$ cat src/rtl/div_pkg.sv
// Shared definitions for the iterative divider: FSM encoding, default width, negate helper.
// Latency: n/a (types and pure functions only).
// Backpressure: n/a.
package div_pkg;

    localparam int DIV_WIDTH = 32;

    typedef enum logic [1:0] {
        IDLE = 2'd0,
        BUSY = 2'd1,
        FIX  = 2'd2,
        DONE = 2'd3
    } state_t;

    function automatic logic [DIV_WIDTH-1:0] NEG(input logic [DIV_WIDTH-1:0] a);
        return ~a + DIV_WIDTH'(1);
    endfunction

endpackage

$ cat src/rtl/div_step.sv
// One radix-2 restoring division iteration: shift in the next dividend bit, trial-subtract the divisor.
// Latency: combinational.
// Backpressure: none; pure function of its inputs.
module div_step #(
    parameter int WIDTH = 32
) (
    input  logic [WIDTH-1:0] rem,
    input  logic [WIDTH-1:0] q,
    input  logic [WIDTH-1:0] y_mag,
    output logic [WIDTH-1:0] rem_next,
    output logic [WIDTH-1:0] q_next
);

    logic [WIDTH-1:0] rem_sh;
    logic [WIDTH:0]   diff;

    // rem < |y| before each shift, so its top bit is always clear and nothing is lost here
    assign rem_sh = {rem[WIDTH-2:0], q[WIDTH-1]};
    assign diff   = {1'b0, rem_sh} - {1'b0, y_mag};

    always_comb begin
        rem_next = rem_sh;
        q_next   = {q[WIDTH-2:0], 1'b0};
        if (!diff[WIDTH]) begin
            rem_next = diff[WIDTH-1:0];
            q_next   = {q[WIDTH-2:0], 1'b1};
        end
    end

endmodule

$ cat src/rtl/iter_div.sv
// Multicycle signed/unsigned restoring divider answering the ALU divide handshake.
// Latency: WIDTH+3 cycles from acceptance to the one-cycle div_complete pulse.
// Backpressure: requester holds div with stable operands; dropping div in BUSY/FIX aborts.
module iter_div
    import div_pkg::*;
#(
    parameter int WIDTH = DIV_WIDTH,
    parameter int CNT_W = 6
) (
    input  logic             clk,
    input  logic             resetn,
    input  logic             div,
    input  logic             div_signed,
    input  logic [WIDTH-1:0] x,
    input  logic [WIDTH-1:0] y,
    output logic [WIDTH-1:0] s,
    output logic [WIDTH-1:0] r,
    output logic             div_complete,
    output logic             busy
);

    state_t           state, state_nxt;
    logic [CNT_W-1:0] cnt;
    logic             sgn, sx, sy;
    logic [WIDTH-1:0] y_mag, q, rem;
    logic [WIDTH-1:0] q_nxt, rem_nxt;
    logic [WIDTH-1:0] x_mag_in, y_mag_in;
    logic             x_neg, y_neg, last_iter;

    assign x_neg     = div_signed & x[WIDTH-1];
    assign y_neg     = div_signed & y[WIDTH-1];
    assign x_mag_in  = x_neg ? NEG(x) : x;
    assign y_mag_in  = y_neg ? NEG(y) : y;
    assign last_iter = (cnt == CNT_W'(WIDTH-1));

    div_step #(.WIDTH(WIDTH)) u_step (
        .rem      (rem),
        .q        (q),
        .y_mag    (y_mag),
        .rem_next (rem_nxt),
        .q_next   (q_nxt)
    );

    always_ff @(posedge clk or negedge resetn) begin
        if (!resetn) state <= IDLE;
        else         state <= state_nxt;
    end

    always_comb begin
        state_nxt = state;
        case (state)
            IDLE:    if (div) state_nxt = BUSY;
            BUSY:    if (!div) state_nxt = IDLE;
                     else if (last_iter) state_nxt = FIX;
            FIX:     state_nxt = div ? DONE : IDLE;
            DONE:    state_nxt = IDLE;
            default: state_nxt = IDLE;
        endcase
    end

    assign div_complete = (state == DONE);
    assign busy         = (state == BUSY) || (state == FIX);

    always_ff @(posedge clk or negedge resetn) begin
        if (!resetn) begin
            cnt   <= '0;
            sgn   <= 1'b0;
            sx    <= 1'b0;
            sy    <= 1'b0;
            y_mag <= '0;
            q     <= '0;
            rem   <= '0;
        end else if (state == IDLE && div) begin
            cnt   <= '0;
            sgn   <= div_signed;
            sx    <= x_neg;
            sy    <= y_neg;
            y_mag <= y_mag_in;
            q     <= x_mag_in;
            rem   <= '0;
        end else if (state == BUSY && div) begin
            cnt   <= cnt + CNT_W'(1);
            q     <= q_nxt;
            rem   <= rem_nxt;
        end
    end

    // results move only when FIX completes; an abort leaves the previous answer visible
    always_ff @(posedge clk or negedge resetn) begin
        if (!resetn) begin
            s <= '0;
            r <= '0;
        end else if (state == FIX && div) begin
            s <= (sgn && (sx ^ sy)) ? NEG(q) : q;
            r <= (sgn && sx) ? NEG(rem) : rem;
        end
    end

endmodule

$ cat config.mk
export PLATFORM = sky130hd
export DESIGN_NAME = iter_div
export DESIGN_NICKNAME = d
export VERILOG_FILES = /design/src/rtl/div_pkg.sv /design/src/rtl/div_step.sv /design/src/rtl/iter_div.sv
export SDC_FILE = /design/constraint.sdc
export NUM_CORES = 1
export LEC_CHECK = 0
export ABC_AREA = 1
export BUFFER_PORTS_ARGS = -buffer_cell sky130_fd_sc_hd__buf_2
export CAP_MARGIN = 20
export CORE_MARGIN = 2
export CORE_UTILIZATION = 55
export DETAILED_ROUTE_END_ITERATION = 10
export GPL_ROUTABILITY_DRIVEN = 0
export GPL_TIMING_DRIVEN = 0
export PLACE_DENSITY_LB_ADDON = 0.2
export SETUP_SLACK_MARGIN = 0.2
export SLEW_MARGIN = 20
export SYNTH_ARGS = -nofsm -noshare
export SYNTH_HDL_FRONTEND = slang
export SYNTH_SLANG_ARGS = --single-unit
$ cat constraint.sdc
create_clock -name clk -period 2.11 [get_ports clk]
set_input_delay 0.3165 -clock clk [delete_from_list [all_inputs] [get_ports clk]]
set_output_delay 0.3165 -clock clk [all_outputs]
set_load 0.02 [all_outputs]
; Yosys cells after proc, flatten, opt, wreduce, memory -nomap -nowiden
; Index checks and enable logic that the tools add are counted.
[word_totals]
reg_bits = 171
input_bits = 68
out_inout_bits = 66
word_cells = 55
[op_classes]
n_addsub = 6
eq_ne = 6
muxes = 17
bitwise = 7
reduce_logical = 9
[op_table]
columns = cell, n
row1 = 2-to-1 mux 32 bit, 9
row2 = adder 32 x 1 -> 32 bit (second input constant), 4
row3 = inverter 32 bit, 4
row4 = subtractor 32 x 32 -> 33 bit, 1
row5 = 2-to-1 mux 6 bit, 2
row6 = 2-to-1 mux 2 bit, 4
row7 = case mux 2 bit (4 select lines), 1
row8 = adder 6 x 1 -> 6 bit (second input constant), 1
row9 = == test 6 x 5 -> 1 bit (second input constant), 1
row10 = logical AND 1 bit, 5
row11 = == test 2 bit (second input constant), 2
row12 = != test 3 bit (second input constant), 1
row13 = bitwise AND 1 bit, 2
row14 = == test 2 x 1 -> 1 bit (second input constant), 1
row15 = logical NOT 2 bit, 1
row16 = != test 2 bit (second input constant), 1
row17 = AND reduction 2 bit, 1
row18 = nonzero test 2 bit, 1
row19 = logical OR 1 bit, 1
row20 = 2-to-1 mux 1 bit, 1
row21 = bitwise XOR 1 bit, 1

; Depth between registers and ports, before layout
[logic_depth]
ltp_word = 4
depth_mapped = 17

; Cells and area by module
; Synthesis repeated with hierarchy kept, for this count alone.
[unflattened]
hier_cells = 2153
area_unflattened_um2 = 13644.3
[modules_own_cells]
columns = mod, instances, cells_per_inst, area_per_inst_um2
row1 = iter_div, 1, 1478, 10393.7
row2 = div_step, 1, 675, 3250.6

; Worst setup path after synthesis
; No wires, ideal clock.
[synth_path]
path_type = flip-flop to flip-flop
from = reg q[31]
to = reg rem[10]
setup_time_ns = 0.132
arrival_time_ns = 1.955
required_ns = 1.978
path_slack_ns = 0.023
path_stages_with_launch = 17
path_buffers = 1
path_cell_list = dfrtp_1 -> inv_1 -> ha_1 -> fa_1 -> inv_1 -> nand3_1 -> nand3_2 -> nand2_2 -> nand2_4 -> nand2_4 -> nand2_4 -> nand2_4 -> nand2_4 -> buf_6 -> nand2_1 -> nand3_1 -> o21ai_0
[synth_via]
elab_chain_len = 4
[synth_lines]
columns = element, line
row1 = "start, declared", iter_div.sv:25  ; logic [WIDTH-1:0] y_mag, q, rem;
row2 = "start signal, assigned", iter_div.sv:79  ; q <= x_mag_in;
row3 = "start signal, assigned", iter_div.sv:83  ; q <= q_nxt;
row4 = subtractor 32 x 32 -> 33 bit, div_step.sv:19  ; assign diff = {1'b0, rem_sh} - {1'b0, y_mag};
row5 = 2-to-1 mux 32 bit, div_step.sv:24  ; if (!diff[WIDTH]) begin
row6 = 2-to-1 mux 32 bit, iter_div.sv:81  ; end else if (state == BUSY && div) begin
row7 = 2-to-1 mux 32 bit, iter_div.sv:73  ; end else if (state == IDLE && div) begin
row8 = "end signal, assigned", iter_div.sv:84  ; rem <= rem_nxt;
row9 = "end, declared", iter_div.sv:25
; Every way passes these cells. The select of a mux whose other input is x is not followed.
; A chain may end at the register's enable or synchronous reset.

; Worst setup path in the final report
[layout_path]
from = reg q[31]
to = reg rem[22]
; Same word-level chain as after synthesis.

==> out/results.md <==
• **tightest slew margin relative to the limit** 58.1%
• **Storage cell area** 4300 um^2
• **kind of critical path** flop to flop
• **slew of the pin with the lowest slew margin** 628 ps
• **routed wirelength normalized by instance count** 16.6 um
• **CTS tree** done
• **average vias per placed instance** 5.60
• **clk slew on worst S/H paths** 80 ps
• **family with the most delay on the worst path** simple AND/OR/NAND/NOR gates
• **level count of the clock H-tree** 4
• **routed via count** 14400
• **fin nets** 2353
• **setup repair after global routing missed its margin** true
• **TritonCTS sink count** 171
• **sum of net half-perimeters after detailed placement** 31400 um
• **distinct cell type count of the synthesized netlist** 48
• **Hold Path Class** input pin to flop
• **Detailed Route WL** 42600 um
• **FF-to-FF path depth** 17
• **standard cell area after detailed placement** 14200 um^2
• **commonest cells in the synthesized netlist** nand2_1 (681), inv_1 (284), nand3_1 (225)
• **Pwr Total** 18400 uW
• **Critical Path Start Type** flop
• **Peak Freq** 0.449 GHz
• **IO Pins** 134
• **Cells after Synth** 2043
• **Post-Syn Nets** 2155
• **biggest area contributors in the synthesized netlist** dfrtp_1 (33%), nand2_1 (19%), nand3_1 (8.6%)
• **cell with the most instances after synthesis** nand2_1
• **leakage power of the design** 0.00866 uW
• **sequential cell area fraction in the yosys report** 32.6%
• **Yosys top cell area share** 32.6%
• **number of buffers created by CTS** 17
• **post-route cell area** 16300 um^2
• **data arrival time of the critical path** 2560 ps
• **starting density of the core** 55.9%
• **Core Util, Final** 69.6%
• **number of global-route vias before repair** 12600
• **violations in the final reports** negative setup slack
• **outcome** finished with violations
• **per-instance average area after synthesis** 6.42 um^2
• **ordered list of cells on the worst path** inv_4 > ha_4 > fa_2 > inv_2 > nand3_2 > nand3_4 > nand2_4 > nand2_4 > nand2_4 > nand2_4 > nand2_8 > nand2_8 > buf_12 > buf_16 > nand3_4 > nand2_2 > nand2_1
• **Die W** 158 um
• **fillcell total** 1927
• **number of buffers and inverters on the critical path** 4
• **number of flops mapped to enable cells by yosys** 0
• **Floorplan Core Area** 23500 um^2
• **area occupied by multi-input gates** 8360 um^2
• **antenna violations before repair** 0
• **critical register-to-register path startpoint** q[31]
• **share of final-layout standard cells stronger than drive strength 1** 20.5%
• **most frequently used flop master after synthesis** dfrtp_1
• **area growth from synthesis to layout** 24.5%
• **delay contributed by the slowest stage of the critical path** 430 ps
• **antenna violation net count after detailed routing** 0
• **number of DRC violations after detailed-routing iteration 0** 1599
• **netlist area before placement** 13100 um^2
• **Clock Latency Late Sink** 450 ps
• **hold path startpoint** div_signed
• **clk buf depth** 2
• **reg2reg end** rem[22]
• **crit path max fanout** 5
• **total inserted antenna cells** 0
• **Top cell by count, worst path** nand2_4
• **Die Footprint** 25100 um^2
• **total count of max-transition violations in the final report** 0
• **DRT Pass-1 Iters** 6
• **final instance count without filler cells** 2573
• **hold worst-path end** sgn
• **post-layout minimum cycle time** 2230 ps
• **row cnt** 56
• **GR Util All Layers** 32.9%
• **CP Capture Type** flop
• **final hold violation count** 0
• **async set or reset register ratio after synthesis** 100%
• **post-route clock period utilization** 106%
• **Max Clock Skew** 15.0 ps
• **worst supply voltage drop on vdd** 0.584 mV
• **slowest cell on the critical path** dfrtp_1
• **vertical die dimension** 158 um
• **GR Overflow Total** 0
• **largest net degree at the start of global routing** 101
• **Clk Tree Root Cell** clkbuf_16
• **setup slack, reg-to-reg** -120 ps
• **quantity of I/O buffers inserted on ports** 133
• **pwr/cell area** 1120 nW/um^2
• **total instance count after detailed placement** 2496
• **global-route wire length before repair** 64300 um
• **worst setup margin** -119 ps
• **number of flip-flops and latches in the synthesized netlist** 171
• **instance count along the most critical hold path** 3
• **max-capacitance violation count** 0
• **drc violations** 0
• **final setup violating endpoints** 33
• **number of warnings printed during yosys synthesis** 0
• **dominant cell type by area after synthesis** dfrtp_1
• **post-place setup slack** -374 ps
• **data required time at the worst endpoint** 2440 ps
[timing repair]
action,CTS,global route
hold buffers,1,0
resized for setup,110,160
gates cloned,5,0
buffers inserted,17,22
setup endpoints to repair,140,114
pin swaps,20,22
hold endpoints to repair,71,0
[flip-flops by register name, summed over array words and instances, names as in the netlist, 2 cells and up]
| name | flops |
|---|---|
| cnt | 6 |
| rem | 32 |
| q | 32 |
| state | 2 |
| y_mag | 32 |
| r | 32 |
| s | 32 |
[placed cells by master, fill, tap and decap left out, drive strengths merged, types with 10 or more instances in the layout]
| cell type | instances |
|---|---|
| xnor2 | 17 |
| nand2 | 696 |
| o22ai | 12 |
| ha | 43 |
| buf | 204 |
| o221ai | 15 |
| nor2 | 169 |
| clkbuf | 52 |
| inv | 308 |
| xor2 | 44 |
| o21bai | 10 |
| dfrtp | 171 |
| nand3 | 227 |
| nor3 | 35 |
| nand4 | 31 |
| o21ai | 122 |
| a21oi | 41 |
[metal layers]
metal,up-vias,GRT usage [%],part of all wire [%]
met2,757,49.4,43
met5,-,0,0
li1,6937,-,-
met1,6603,48.0,44
met3,107,6.31,11
met4,0,10.2,3.2
[metrics by stage]
| stage | TNS, ps | hold WS (ps) |
|---|---|---|
| 6_report | -2410 | 155 |
| 5_1_grt | -4750 | 171 |
| 4_1_cts | -897 | 158 |
| 3_5_place_dp | -15940 | 308 |
| 3_3_place_gp | -331170 | 459 |
| 2_1_floorplan | 0 | 20.9 |
[tightest hold or removal path, delay by kind of cell]
family,cells,cell delay [ps]
buffers and inverters,1,140
AND/OR/NAND/NOR,2,110
[logic make-up after synthesis]
kind of cell    after synthesis  share of synthesized area, %
simple gates               1177                          38.2
flops                       171                          32.6
fa+ha+maj                    44                          4.25
xor+xnor                     61                          4.07
buf+inv                     363                          10.8
compound gates              227                          10.0
[power breakdown]
part / internal, uW / switching [uW]
Sequential: 4340 / 782
Clock: 1780 / 1530
Combinational: 3430 / 6490
Total: 9560 / 8800
[final cells by class]
cell class              count  area share, %
plain buffers              59           2.26
clock inverters            12          0.897
well taps                 319           2.44
inverters                 304           7.07
flip-flops and latches    171           26.3
repair buffers            178           6.93
multi-input cells        1510           51.2
clock buffers              20           2.86
[worst max path at each step]
stage	start	endpoint	slack, ps	depth (start not counted)
5_1_grt	rem[19]	rem[20]	-190	11
4_1_cts	q[31]	rem[22]	-70	17
3_5_place_dp	state[0]	q[20]	-370	8
2_1_floorplan	y_mag[0]	rem[10]	120	15
3_3_place_gp	resetn	s[27]	-1890	1
6_report	q[31]	rem[22]	-120	17
(Power assumes the default switching activity.)
